==> src/rtl/regdec_pkg.sv <==
// Shared defaults for the registered barrel-shifter family (left and right variants).
package regdec_pkg;

    // Data bus width in bits.
    localparam int REGDEC_WIDTH     = 8;

    // Shift-amount width; always enough bits to encode 0..WIDTH-1.
    localparam int REGDEC_SEL_WIDTH = $clog2(REGDEC_WIDTH);

endpackage : regdec_pkg

==> src/rtl/regdec_left_stage.sv <==
// One stage of the log2 left barrel shifter.
// When en_i is set, the word moves left by SHIFT positions. The SHIFT vacated
// LSBs take fill_i. When en_i is clear, the word passes through unchanged.
module regdec_left_stage #(
    parameter int WIDTH = 8,
    parameter int SHIFT = 1
) (
    input  logic [WIDTH-1:0] data_i,
    input  logic             en_i,
    input  logic             fill_i,
    output logic [WIDTH-1:0] data_o
);

    logic [WIDTH-1:0] fill_bits;

    // The vacated low bits are filled with copies of fill_i. All higher bits are zero.
    assign fill_bits = {{(WIDTH - SHIFT){1'b0}}, {SHIFT{fill_i}}};

    // Either pass the word through, or shift it and OR in the fill pattern.
    // NOTE: data_o gets a default on entry so that no path leaves it unassigned and infers a latch.
    always_comb begin
        data_o = data_i;
        if (en_i) begin
            data_o = (data_i << SHIFT) | fill_bits;
        end
    end

endmodule : regdec_left_stage

==> src/rtl/sequential_regdec_left.sv <==
// Registered left barrel shifter.
// A combinational chain of SEL_WIDTH stages feeds the single output register.
// Stage k shifts by 2^k when sequenceur[k] is set and fills the vacated bits with masse.
// Bits shifted past the MSB are discarded. The result depends only on the inputs
// sampled at the current edge and never on the previous value of bus_out.
module sequential_regdec_left
    import regdec_pkg::*;
#(
    parameter int WIDTH     = REGDEC_WIDTH,
    parameter int SEL_WIDTH = REGDEC_SEL_WIDTH
) (
    input  logic [SEL_WIDTH-1:0] sequenceur,
    input  logic [WIDTH-1:0]     bus_in,
    input  logic                 masse,
    input  logic                 clk,
    input  logic                 reset,
    output logic [WIDTH-1:0]     bus_out
);

    // stage_data[0] holds the raw input.
    // stage_data[k+1] holds the output of stage k.
    logic [SEL_WIDTH:0][WIDTH-1:0] stage_data;
    logic [WIDTH-1:0]              bus_out_d;
    logic [WIDTH-1:0]              bus_out_q;

    assign stage_data[0] = bus_in;

    for (genvar k = 0; k < SEL_WIDTH; k++) begin : g_stage
        regdec_left_stage #(
            .WIDTH (WIDTH),
            .SHIFT (1 << k)
        ) u_stage (
            .data_i (stage_data[k]),
            .en_i   (sequenceur[k]),
            .fill_i (masse),
            .data_o (stage_data[k+1])
        );
    end

    assign bus_out_d = stage_data[SEL_WIDTH];

    // Output register: a synchronous reset clears it and takes priority over the load.
    // NOTE: non-blocking assignment keeps every flop sampling pre-edge values, independent of block ordering.
    always_ff @(posedge clk) begin
        if (reset) begin
            bus_out_q <= '0;
        end else begin
            bus_out_q <= bus_out_d;
        end
    end

    assign bus_out = bus_out_q;

endmodule : sequential_regdec_left

==> config.mk <==
export PLATFORM = sky130hd
export DESIGN_NAME = sequential_regdec_left
export DESIGN_NICKNAME = d
export VERILOG_FILES = /design/src/rtl/regdec_pkg.sv /design/src/rtl/regdec_left_stage.sv /design/src/rtl/sequential_regdec_left.sv
export SDC_FILE = /design/constraint.sdc
export NUM_CORES = 1
export LEC_CHECK = 0
export CAP_MARGIN = 25
export CORE_AREA = 2 2 39 41
export DETAILED_ROUTE_END_ITERATION = 8
export DIE_AREA = 0 0 41 43
export GPL_ROUTABILITY_DRIVEN = 0
export GPL_TIMING_DRIVEN = 1
export PLACE_DENSITY = 0.67
export SLEW_MARGIN = 40
export SYNTH_ARGS = -nofsm -noshare
export SYNTH_HDL_FRONTEND = slang
export SYNTH_SLANG_ARGS = --single-unit
==> constraint.sdc <==
create_clock -name clk -period 1.6 [get_ports clk]
set_input_delay 0.48 -clock clk [delete_from_list [all_inputs] [get_ports clk]]
set_output_delay 0.48 -clock clk [all_outputs]
set_load 0.01 [all_outputs]
* Yosys cells after proc, flatten, opt, wreduce, memory -nomap -nowiden *
Index checks and enable logic that the tools add are counted.

cells by class
  muxes and demuxes = 3
  bitwise gates (word level) = 3

operators by type and width
  operator                                     count
  8-bit two-way mux                            3
  8-bit by 1-bit bitwise OR with 8-bit output  1
  8-bit by 2-bit bitwise OR with 8-bit output  1
  8-bit by 4-bit bitwise OR with 8-bit output  1

word-level totals
  input bits = 14
  logic and storage cells = 7
  register bits = 8
  output and inout bits = 8

* Depth between registers and ports, before layout *
  word-level depth = 6
  depth in mapped cells = 4
  mapped depth without buffers = 3

* Hierarchy *
From an unflattened synthesis, not the netlist that was laid out.

unflattened totals
  cells, all modules = 43
  area, all modules = 604.3 sq um

modules (own cells, without submodules)
  module                  area each (sq um)  cells each  times used  sequential area each (sq um)
  regdec_left_stage       131.4              9           3           0.0
  sequential_regdec_left  210.2              16          1           160.2

* Worst setup path after synthesis *
Ideal clock, no wire load.

  kind = input to register
  start point = input port sequenceur[1]
  end point = register bus_out_q[2], in the netlist bus_out[2]
  required time = 1.473 ns
  stages on the path = 4
  path buffers = 1
  setup time = 0.127 ns
  data arrival time = 1.150 ns
  path slack = 0.323 ns
  cell sequence = buf_6 mux2_4 mux2i_1 o22ai_1

on the way
  cells in the longest elaborated chain, start to end = 2

ends and longest elaborated chain
  what                            RTL line                      RTL
  start, declared                 sequential_regdec_left.sv:12  input logic [SEL_WIDTH-1:0] sequenceur,
  8-bit two-way mux (2 in a row)  regdec_left_stage.sv:23       if (en_i) begin
  end signal, assigned            sequential_regdec_left.sv:48  bus_out_q <= bus_out_d;
  end, declared                   sequential_regdec_left.sv:24  logic [WIDTH-1:0] bus_out_q;

Every way passes these cells.
A chain may end at the register's enable or synchronous reset.

* Worst setup path after layout *
  start point = register bus_out_q[2], in the netlist bus_out[2]
  end point = output port bus_out[2]

RTL lines
  what           RTL line                      RTL
  end, declared  sequential_regdec_left.sv:17  output logic [WIDTH-1:0] bus_out

No word-level cell between the ends.

==> results.toml <==
[sta]
layout_min_cycle_time_ns = 1.55
tightest_slew_ns = 0.357
max_freq_mhz = 643
maxSlewHeadroom = 0.762
finalSetupViolations = 0
rsz0062_at_grt = "no"
fin_crit_sh = 0.972
hold_viol = 0
drv_slew = 0

[final_layout]
final_cell_count_no_fill = 91
layout_commonest_cell = "clkdlybuf4s50_1"
nets = 91
multi_input_area_um2 = 293
drive_gt1_frac = 0.320
area_growth_syn_to_layout_pct = 70.4
n_fill_cell = 122
mostFrequentLayoutCells = "16 x clkdlybuf4s50_1, 8 x nor2_1, 8 x dfxtp_1, 6 x mux2_4, 6 x buf_4"
fin_util = 0.571
regArea_um2 = 160
n_antenna_cell = 0
largest_register_ffs = 8

[detailed_routing]
vias = 453
first_iter_violations = 4
wirelength_um = 1080
wire_per_inst_um = 11.9
drt-met1-wl_um = 405
wl_met2_um = 561
firstDrtPassIters = 3
wl_met3_um = 72
postRouteAntennaNets = 0
drc = 0
highest_layer = "met4"
post_drt_via_cell_ratio = 4.98

[logic_synthesis]
yosysTopAreaCell = "dfxtp_1"
synth-seq-cells = 8
ys_seq_area_frac = 0.345
yosys_warnings = 0
syn_inst = 46
syn_nets = 60
synthesis.area_um2 = 464
synth_top_cell_area_share = 0.345
postSynthAreaPerCell_um2 = 10.1
ys_types = 15
synthTopCellsByArea = "dfxtp_1 35%, mux2_4 19%, mux2i_1 8.6%"

[worst_setup_path]
crit_path_end_kind = "output port"
worstSetupStartpointType = "flip-flop"
cp_top_family = "buffers and inverters"
path_class = "flip-flop to output port"
cp_max_fo = 1
critical_path_required_ns = 1.12
max_stage_delay_ns = 0.52
crit_arrival_ns = 1.07
slowest_stage = "clkdlybuf4s50_1"
path_cells = "clkdlybuf4s50_1"
path_buf_inv = 1

[power]
seqPwrFrac = 0.401
switching_power_uw = 136
leakage_uw = 0.000384
combPwrFrac = 0.331
clock_power_share = 0.268
p_int_uw = 413
pwr_density_cell_nw_per_um2 = 695
peakVddDrop_uv = 211
switching_share = 0.247
power_uw = 549

[die]
die_area_um2 = 1760
initial_utilization = 0.335
die_w_um = 41
core_um2 = 1380
die_y_um = 43
placementRows = 14
io_pins = 22

[hold_path]
hold_class = "primary input to flip-flop"

[status]
status = "complete, no violations"

[clock_tree]
cts_sinks = 8
cts-root-buf = "clkbuf_4"
hold_buffers = 0
clk_pin_slew_ns = 0.05
htree_num_levels = 1
cts_buffers = 3
clk_path_buf_depth = 2
cts_tree = "done"

[placed_design]
dpl.hpwl_um = 777
io_buffer_count = 21
numPlacedInstances = 86

[global_routing]
grt-ovfl-total = 0
grt_usage = 0.140
grt_pass1_vias = 407
grt_max_degree = 10
grt_pass1_wl_um = 1580
grt_antenna_before_repair = 0

[flow_run]
cap_violations = 0
## through the flow
| step | setup TNS [ns] | area (µm²) | worst slack [ns] | hold slack (ns) |
|---|---|---|---|---|
| after floorplan | 0 | 464 | 0.323 | 0.553 |
| after global placement | -1.83 | 712 | -0.279 | 1.18 |
| after detailed placement | -1.75 | 712 | -0.276 | 1.18 |
| after CTS | 0 | 738 | 0.00715 | 0.922 |
| after global routing | 0 | 791 | 0.00117 | 0.903 |
| final | 0 | 791 | 0.0454 | 0.866 |
## path summary, 6_finish.rpt
check                 depth (start not counted)                     to  slack [ns]             startpoint
worst min-delay path                          5  bus_out[1]$_SDFF_PP0_        0.87          sequenceur[1]
worst max-delay path                          1             bus_out[2]        0.05  bus_out[2]$_SDFF_PP0_
## power groups by stage
stage | sequential (µW) | combinational (µW) | clock [µW]
2_1_floorplan | 234 | 72.2 | 0
3_3_place_gp | 224 | 165 | 0
3_5_place_dp | 225 | 166 | 0
4_1_cts | 221 | 169 | 150
5_1_grt | 221 | 196 | 166
6_report | 220 | 182 | 147
## timing repair
| item | CTS | global route |
|---|---|---|
| setup buffers | 0 | 1 |
| endpoints found under the setup margin | 2 | 10 |
| endpoints found under the hold margin | 0 | 0 |
| gates cloned | 0 | 1 |
| pin swaps | 0 | 1 |
| resized for setup | 1 | 11 |
## worst min-delay path: stages
cell	delay (ns)
dlymetal6s2s_1	0.12
buf_6	0.14
buf_4	0.12
mux2i_1	0.10
o22ai_1	0.11
## cell type report
class | count | share of cell area
clock buffers | 3 | 0.0285
inverters | 2 | 0.0142
multi-input cells | 33 | 0.370
flip-flops and latches | 8 | 0.203
well taps | 16 | 0.0253
repair buffers | 29 | 0.359
## metal layers
metal  vias up  global-route usage
met5         -                   0
met4         0               0.140
met3         4              0.0314
met2        18               0.191
met1       204               0.165
li1        227                   -
## logic make-up after synthesis
logic type | synth area share
AOI/OAI and AO/OA | 0.148
buffers and inverters | 0.0755
DFF | 0.345
muxes | 0.305
and+or+nand+nor | 0.127
## cells in the mapped netlist
cell type and number:
mux2i_1 4, dfxtp_1 8, o32ai_1 4, a211oi_1 2, and2b_2 1, nand2_1 1
nand2b_1 1, nor2_1 9, buf_2 1, mux2_4 6, or2_0 1, o22ai_1 3
mux2_2 1, inv_1 2, buf_6 2
Power figures use the tool's default switching activity.
